===== src/rtl/axis_processor_arbiter_pkg.sv =====
// Shared types and defaults for the round-robin front end that lets several
// AXI-Stream requesters take turns on one axis_processor.
package axis_arbiter_config;

  typedef enum logic [1:0] {IDLE, GRANT, DRAIN} arb_state_t;

  localparam int DEFAULT_NUM_REQ       = 4;
  localparam int PROC_INP_WIDTH        = 8;
  localparam int PROC_OUT_WIDTH        = 8;
  localparam int DEFAULT_RSP_CNT_WIDTH = 16;

  function automatic int reqIdxWidth(input int numReq);
    return (numReq > 1) ? $clog2(numReq) : 1;
  endfunction

endpackage


===== src/rtl/axis_processor_arbiter_rr_arbiter.sv =====
// Combinational round-robin picker: first asserted request at or after ptr,
// wrapping modulo NUM_REQ.
module rr_arbiter
  import axis_arbiter_config::*;
#(
  parameter int NUM_REQ = DEFAULT_NUM_REQ,
  localparam int REQ_IDX_WIDTH = reqIdxWidth(NUM_REQ)
) (
  input  logic [NUM_REQ-1:0]       req,
  input  logic [REQ_IDX_WIDTH-1:0] ptr,
  output logic [REQ_IDX_WIDTH-1:0] gnt_idx,
  output logic                     gnt_any
);

  always_comb begin
    gnt_idx = '0;
    gnt_any = 1'b0;
    for (int k = 0; k < NUM_REQ; k++) begin
      if (!gnt_any && req[(int'(ptr) + k) % NUM_REQ]) begin
        gnt_any = 1'b1;
        gnt_idx = REQ_IDX_WIDTH'((int'(ptr) + k) % NUM_REQ);
      end
    end
  end

endmodule


===== src/rtl/axis_processor_arbiter.sv =====
// Grants one shared axis_processor to one requester per job and routes the
// declared number of response beats back to that same requester.
module axis_processor_arbiter
  import axis_arbiter_config::*;
#(
  parameter int NUM_REQ       = DEFAULT_NUM_REQ,
  parameter int INP_WIDTH     = PROC_INP_WIDTH,
  parameter int OUT_WIDTH     = PROC_OUT_WIDTH,
  parameter int RSP_CNT_WIDTH = DEFAULT_RSP_CNT_WIDTH
) (
  input  logic                             clk,
  input  logic                             arst,
  input  logic [NUM_REQ*INP_WIDTH-1:0]     s_axis_tdata,
  input  logic [NUM_REQ-1:0]               s_axis_tvalid,
  output logic [NUM_REQ-1:0]               s_axis_tready,
  input  logic [NUM_REQ-1:0]               s_axis_tlast,
  input  logic [NUM_REQ*RSP_CNT_WIDTH-1:0] s_axis_tuser,
  output logic [INP_WIDTH-1:0]             p_s_axis_tdata,
  output logic                             p_s_axis_tvalid,
  input  logic                             p_s_axis_tready,
  input  logic [OUT_WIDTH-1:0]             p_m_axis_tdata,
  input  logic                             p_m_axis_tvalid,
  output logic                             p_m_axis_tready,
  output logic [OUT_WIDTH-1:0]             m_axis_tdata,
  output logic [NUM_REQ-1:0]               m_axis_tvalid,
  input  logic [NUM_REQ-1:0]               m_axis_tready,
  output logic                             m_axis_tlast,
  output logic [$clog2(NUM_REQ)-1:0]       grant_id,
  output logic                             busy,
  output logic                             err_unexpected
);

  localparam int REQ_IDX_WIDTH = reqIdxWidth(NUM_REQ);
  localparam logic [REQ_IDX_WIDTH-1:0] LAST_IDX = REQ_IDX_WIDTH'(NUM_REQ - 1);

  arb_state_t               r_state;
  logic [REQ_IDX_WIDTH-1:0] r_rrPtr;
  logic [REQ_IDX_WIDTH-1:0] r_grantId;
  logic [RSP_CNT_WIDTH-1:0] r_remaining;
  logic                     r_inDone;
  logic                     r_errUnexpected;

  logic [REQ_IDX_WIDTH-1:0] w_selIdx;
  logic                     w_selAny;
  logic                     w_inPhase;
  logic                     w_rspPhase;
  logic                     w_inHs;
  logic                     w_rspHs;
  logic                     w_jobInDone;
  logic [RSP_CNT_WIDTH-1:0] w_remNext;

  rr_arbiter #(.NUM_REQ(NUM_REQ)) u_rr (
    .req     (s_axis_tvalid),
    .ptr     (r_rrPtr),
    .gnt_idx (w_selIdx),
    .gnt_any (w_selAny)
  );

  // Responses are only routed while the job still owes beats; anything else stays stalled in the processor.
  assign w_inPhase   = (r_state == GRANT) && !r_inDone;
  assign w_rspPhase  = (r_state != IDLE) && (r_remaining != '0);
  assign w_inHs      = w_inPhase && s_axis_tvalid[r_grantId] && p_s_axis_tready;
  assign w_rspHs     = w_rspPhase && p_m_axis_tvalid && m_axis_tready[r_grantId];
  assign w_remNext   = r_remaining - RSP_CNT_WIDTH'(w_rspHs);
  assign w_jobInDone = r_inDone || (w_inHs && s_axis_tlast[r_grantId]);

  always_comb begin
    s_axis_tready            = '0;
    m_axis_tvalid            = '0;
    s_axis_tready[r_grantId] = w_inPhase && p_s_axis_tready;
    m_axis_tvalid[r_grantId] = w_rspPhase && p_m_axis_tvalid;
    p_s_axis_tvalid          = w_inPhase && s_axis_tvalid[r_grantId];
    p_s_axis_tdata           = w_inPhase ? s_axis_tdata[r_grantId*INP_WIDTH +: INP_WIDTH] : '0;
    p_m_axis_tready          = w_rspPhase && m_axis_tready[r_grantId];
    m_axis_tlast             = w_rspPhase && (r_remaining == RSP_CNT_WIDTH'(1));
    m_axis_tdata             = p_m_axis_tdata;
  end

  assign grant_id       = r_grantId;
  assign busy           = (r_state != IDLE);
  assign err_unexpected = r_errUnexpected;

  always_ff @(posedge clk or posedge arst) begin
    if (arst) begin
      r_state         <= IDLE;
      r_rrPtr         <= '0;
      r_grantId       <= '0;
      r_remaining     <= '0;
      r_inDone        <= 1'b0;
      r_errUnexpected <= 1'b0;
    end else begin
      if (p_m_axis_tvalid && (r_remaining == '0))
        r_errUnexpected <= 1'b1;
      case (r_state)
        IDLE: begin
          if (w_selAny) begin
            r_grantId   <= w_selIdx;
            r_remaining <= s_axis_tuser[w_selIdx*RSP_CNT_WIDTH +: RSP_CNT_WIDTH];
            r_inDone    <= 1'b0;
            r_rrPtr     <= (w_selIdx == LAST_IDX) ? '0 : w_selIdx + 1'b1;
            r_state     <= GRANT;
          end
        end
        GRANT: begin
          r_remaining <= w_remNext;
          if (w_inHs && s_axis_tlast[r_grantId])
            r_inDone <= 1'b1;
          // The last input beat and the last response may land together; release straight away then.
          if (w_jobInDone)
            r_state <= (w_remNext == '0) ? IDLE : DRAIN;
        end
        DRAIN: begin
          r_remaining <= w_remNext;
          if (w_remNext == '0)
            r_state <= IDLE;
        end
        default: r_state <= IDLE;
      endcase
    end
  end

endmodule


===== config.mk =====
export PLATFORM = sky130hd
export DESIGN_NAME = axis_processor_arbiter
export DESIGN_NICKNAME = d
export VERILOG_FILES = /design/src/rtl/axis_processor_arbiter_pkg.sv /design/src/rtl/axis_processor_arbiter_rr_arbiter.sv /design/src/rtl/axis_processor_arbiter.sv
export SDC_FILE = /design/constraint.sdc
export NUM_CORES = 1
export LEC_CHECK = 0
export ABC_AREA = 1
export ABC_CLOCK_PERIOD_IN_PS = 3870
export CORE_MARGIN = 4
export CORE_UTILIZATION = 38
export DETAILED_ROUTE_END_ITERATION = 8
export PLACE_DENSITY_LB_ADDON = 0.3
export SLEW_MARGIN = 40
export SYNTH_ARGS = -nofsm -noshare
export SYNTH_HDL_FRONTEND = slang
export SYNTH_SLANG_ARGS = --single-unit

===== constraint.sdc =====
create_clock -name clk -period 3.87 [get_ports clk]
set_input_delay 1.161 -clock clk [delete_from_list [all_inputs] [get_ports clk]]
set_output_delay 1.161 -clock clk [all_outputs]
set_load 0.03 [all_outputs]

After elaboration in Yosys (flattened, before gate mapping)
Cells that the tools add are included.
- word-level logic and storage cells: 106
- bits in registers: 24
- input port bits: 120
- output and inout bits: 31
- magnitude comparators: 6
- add/sub/neg operators: 5
- bitwise gates (word level): 5
- reduce and logical (&&, ||, !) cells: 35
- shift-type cells: 2
- muxes and demuxes: 39
- equal/unequal tests: 8
- operators with widths (cell ; count):
    $shiftx 64x7->16 ; 1
    $logic_not 16->1 ; 2
    $pmux 16 s2 ; 1
    $shiftx 32x6->8 ; 1
    $mux 2 ; 9
    $mux 1 ; 17
    $eq 16x1->1 const B ; 1
    $mux 16 ; 1
    $reduce_bool 16->1 ; 1
    $sub 16x1->16 ; 1
    $logic_and 1x1->1 ; 15
    $bmux 1 s2 ; 7
    $lt 3x4->1 const B ; 3
    $and 4x4->4 ; 2
    $mux 8 ; 1
    $reduce_or 2->1 ; 4
    $lt 2x3->1 const B ; 2
    $pmux 2 s3 ; 1
    $reduce_and 3->1 ; 2
    $reduce_bool 2->1 ; 3
    $add 2x1->2 const B ; 2
    $add 2x2->2 const B ; 2
    $eq 2x2->1 const B ; 2
    $logic_not 1->1 ; 4
    10 further kinds ; 15

Longest topological paths before layout
- depth in word-level cells: 17
- depth in mapped cells: 20
- mapped depth without buffers: 20

Hierarchy
From an unflattened synthesis, not the netlist that was laid out.
- cells, all modules: 452
- area, all modules: 2819.0 um^2
- by module, submodules not included (module ; area each (um^2) ; cells an instance ; times used ; seq. area each (um^2)):
    axis_processor_arbiter ; 2499.9 ; 393 ; 1 ; 600.6
    rr_arbiter ; 319.1 ; 59 ; 1 ; 0.0

Worst setup path after synthesis
OpenSTA, ideal clock, no wires.
- path kind: input port to flip-flop
- start: input m_axis_tready[3]
- end: register r_state[1]
- data arrival time: 2898 ps
- path buffers: 0
- library setup time: 117 ps
- slack: 855 ps
- stages: 17
- data required time: 3753 ps
- path through: o22ai_1 -> inv_1 -> o221ai_1 -> nor2_1 -> ha_1 -> ha_1 -> nand2_1 -> nor2_1 -> nand3_1 -> a21boi_0 -> nand2_1 -> nor2_1 -> nand3_1 -> nand2_1 -> nand2_1 -> nand2_1 -> nand2_1
- word-level cells in the longest chain between the ends: 8
- elaborated cells between the ends (all ways): 10
- those cells by class: add/sub: 1; eq/ne: 1; mux: 5; reduce/logical: 3
- ends and longest elaborated chain (item ; line ; source):
    start: declaration ; axis_processor_arbiter.sv:26 ; input logic [NUM_REQ-1:0] m_axis_tready,
    $bmux 1 s2 (*) ; axis_processor_arbiter.sv:63 ; assign w_rspHs = w_rspPhase && p_m_axis_tvalid && m_axis_tready[r_grantId];
    $mux 1 (not written as such) (*) ; axis_processor_arbiter.sv:63 ;
    $logic_and 1x1->1 (*) ; axis_processor_arbiter.sv:63 ;
    $sub 16x1->16 (*) ; axis_processor_arbiter.sv:64 ; assign w_remNext = r_remaining - RSP_CNT_WIDTH'(w_rspHs);
    $logic_not 16->1 (*) ; axis_processor_arbiter.sv:110, axis_processor_arbiter.sv:114 ;
    $mux 2 ; axis_processor_arbiter.sv:110 ; r_state <= (w_remNext == '0) ? IDLE : DRAIN;
    $mux 2 ; axis_processor_arbiter.sv:109 ; if (w_jobInDone)
    $pmux 2 s3 ; axis_processor_arbiter.sv:94 ; case (r_state)
    end signal: assignment ; axis_processor_arbiter.sv:110 ;
    end: declaration ; axis_processor_arbiter.sv:36 ; arb_state_t r_state;
Mark *: on every way between the ends. The rest lies on a longest branch, timed or not. The select of a mux whose other input is x is not followed.
A chain may end at the register's enable or synchronous reset.

Worst setup path after layout
- start: input s_axis_tdata[25]
- end: output p_s_axis_tdata[1]
- word-level cells in the longest chain between the ends: 2
- ends and longest elaborated chain (item ; line ; source):
    start: declaration ; axis_processor_arbiter.sv:13 ; input logic [NUM_REQ*INP_WIDTH-1:0] s_axis_tdata,
    $shiftx 32x6->8 ; axis_processor_arbiter.sv:73 ; p_s_axis_tdata = w_inPhase ? s_axis_tdata[r_grantId*INP_WIDTH +: INP_WIDTH] : '0;
    $mux 8 ; axis_processor_arbiter.sv:73 ;
    end: declaration ; axis_processor_arbiter.sv:18 ; output logic [INP_WIDTH-1:0] p_s_axis_tdata,
Every way passes these cells.

==> results.sh <==
export IMPL_drc_errors=0
export IMPL_drtAntennaViolNets=0
export IMPL_start_util=0.393
export IMPL_post_cts_resized=0
export IMPL_die_w_um=97.6
export IMPL_cts_path_max_buffers=2
export IMPL_avgViaCountPerCell=5.08
export IMPL_io_buffers=134
export IMPL_dp_cells=738
export IMPL_post_route_util=0.581
export IMPL_setup_tns_ns=0
export IMPL_hold_path_class="register to register"
export IMPL_reg2reg_depth=20
export IMPL_ctsHoldBuffers=0
export IMPL_cts_tree="yes"
export IMPL_fp_row_count=32
export IMPL_drv_slew=0
export IMPL_crit_path_max_incr_delay_ns=0.73
export IMPL_setup_worst_path_class="input port to output pin"
export IMPL_crit_arrival_ns=2.69
export IMPL_outcome="complete, no violations"
export IMPL_setup_ws_ns=0.0173
export IMPL_critPathBufInv=2
export IMPL_final_common_cell="nand2_1"
export IMPL_areaGrowthSynthToFinish_pct=47.9
export IMPL_seq_area_frac_synth=0.197
export IMPL_critical_path_required_ns=2.71
export IMPL_grt_max_degree=33
export IMPL_max_slew_margin=0.512
export IMPL_clock_sinks=24
export IMPL_htree_levels=1
export IMPL_die_area_um2=9520
export IMPL_drv_cap=0
export IMPL_hold_violations=0
export IMPL_syn_nets=641
export IMPL_rrSetupSlack_ns=0.58
export IMPL_min_path_cells=1
export IMPL_reg2reg_to="r_state[1]"
export IMPL_setup_viol=0
export IMPL_max_freq_mhz=260
export IMPL_leakage_nw=2.24
export IMPL_crit_family="buffers and inverters"
export IMPL_synth_distinct_cells=42
export IMPL_min_to="err_unexpected"
export IMPL_synth_seq_cells=24
export IMPL_clock_root_buffer="clkbuf_8"
export IMPL_drt_iter0_drc=170
export IMPL_worstSetupEndpointType="output pin"
export IMPL_wl_per_cell_um=14.3
export IMPL_fin_crit_ns=3.85
export IMPL_place_hpwl_um=8600
export IMPL_path_cells="clkdlybuf4s50_1 -> a22oi_1 -> a21oi_1 -> clkdlybuf4s50_1"
export IMPL_final_cell_mix="190 x nand2_1, 128 x clkdlybuf4s50_1, 55 x inv_1"
export IMPL_first_pass_iters=5
export IMPL_synth_area_per_cell_um2=5.94
export IMPL_dr_total_vias=3771
export IMPL_antenna_found_initial=0
export IMPL_final_net_count=769
export IMPL_finalCritPeriodShare=0.996
export IMPL_clk_pin_slew_worst_paths_ns=0.09
export IMPL_instances_no_fill=742
export IMPL_numCtsBuffers=3
export IMPL_crit_fanout=1
export IMPL_chipHeight_um=97.6
export IMPL_routed_wl_um=10600
export IMPL_grt_pass1_vias=3725
export IMPL_critPathSlowestCell="clkdlybuf4s50_1"
export IMPL_grtUsageTotal=0.215
export IMPL_io_pin_count=151
export IMPL_netlist_area_um2=3050
export IMPL_place_congestion=0.997
export IMPL_timing_rr_start="r_remaining[10]"
export IMPL_core_area_um2=7770
export IMPL_min_delay_start="err_unexpected"
export IMPL_tightest_slew_ns=0.730
export IMPL_grt_overflow_total=0
export IMPL_grt_pass1_wl_um=17400
export IMPL_ys_warn_count=0
export IMPL_path_common_cell="clkdlybuf4s50_1"
export IMPL_worstSetupStartpointType="input port"
export IMPL_p_per_area_nw_per_um2=887
export IMPL_diodes=0
export IMPL_drive_gt1_frac=0.0797
export IMPL_pre_cts_ws_ns=0.0265
export IMPL_clkLatencyLatePin_ns=0.27
export IMPL_finalClockSkew_ns=0.00318
export IMPL_post_cts_repair_setup_buffers=0
export IMPL_ir_worst_vdd_mv=0.505
export IMPL_syn_inst=513
export IMPL_grt_setup_unrepaired="false"
-- worst register-to-register path, stage by stage, from the launching register on --
cell	delay (ns)
dfrtp_1	0.42
nor2_1	0.22
nand2_1	0.08
nor2_1	0.13
nand4_1	0.14
or2_2	0.36
nand3_1	0.20
nor2_1	0.10
ha_1	0.24
buf_4	0.16
nand2_1	0.08
nor2_1	0.05
buf_4	0.14
xnor2_1	0.20
nand3_1	0.12
nor2_1	0.16
nand3_1	0.13
nand2_1	0.10
nand2_1	0.07
nand2_1	0.06
nand2_1	0.04
-- through the flow --
step	cell area [µm²]	power, W	hold slack, ns
5_1_grt	4510	0.00442	0.523
4_1_cts	4500	0.00401	0.494
6_report	4510	0.00400	0.483
3_3_place_gp	4430	0.00373	0.455
3_5_place_dp	4440	0.00381	0.475
2_1_floorplan	3050	0.00300	0.442
-- report_power, final --
part	switching [W]	internal [W]	leakage (nW)
clock	0.0000825	0.0000909	0.0288
sequential	0.000157	0.000399	0.288
combinational	0.00212	0.00115	1.92
total	0.00236	0.00164	2.24
-- layout make-up --
class | instances | area [µm²]
clock buffer | 4 | 55.1
inverter | 62 | 235
sequential | 24 | 601
multi-input combinational | 405 | 2060
tap | 102 | 128
fill | 752 | 3260
timing repair buffer | 145 | 1430
-- cells by family (layout without fill, tap and decap cells) --
family,after synthesis,count (layout),synth area share
compound gates,56,56,0.118
xor+xnor,12,12,0.0345
fa+ha+maj,8,8,0.0328
buf+inv,84,211,0.130
flops,24,24,0.197
simple gates,329,329,0.487
-- how the worst max path moves through the flow --
stage	depth (start not counted)	slack (ns)	to	start
after floorplan	17	0.85	r_state[1]	m_axis_tready[3]
after global placement	4	0.05	p_s_axis_tdata[6]	s_axis_tdata[30]
after detailed placement	18	0.03	r_state[1]	m_axis_tready[3]
after CTS	4	0.05	m_axis_tvalid[1]	p_m_axis_tvalid
after global routing	18	0.02	r_state[1]	m_axis_tready[3]
final	4	0.02	p_s_axis_tdata[1]	s_axis_tdata[25]
-- Yosys cell counts (all sizes together) --
cell    instances  share of area
o211ai          1         0.0025
buf            18          0.048
clkinv          2         0.0025
o221ai          1         0.0029
or2             1         0.0021
o31ai           1         0.0025
a31oi           2         0.0041
and3            1         0.0021
xnor2           4          0.011
a21boi          1         0.0025
nand3          47          0.085
nand3b         17          0.042
inv            60          0.075
o21a            1         0.0025
o22ai           3         0.0062
nand4           4         0.0082
nor2           48          0.065
nor3            4         0.0082
dfrtp          24           0.20
o221a           1         0.0037
a21oi          23          0.039
clkbuf          4         0.0049
o21bai          1         0.0025
xor2            8          0.023
a22oi          16          0.039
ha              8          0.033
nand2         207           0.28
o21ai           5          0.011
-- routing by layer --
metal	wire (µm)	vias to the layer above	GRT usage
met2	5330	156	0.403
met3	742	25	0.0302
met5	0	-	0
met1	4160	1705	0.246
met4	350	0	0.0777
li1	-	1885	-
-- registers in the layout, indices dropped and copies added, names as in the netlist --
register,cells
r_remaining,16
grant_id,2
r_rrPtr,2
r_state,2
err_unexpected,1
r_inDone,1
Note: power is estimated with default switching activity, not from simulation.
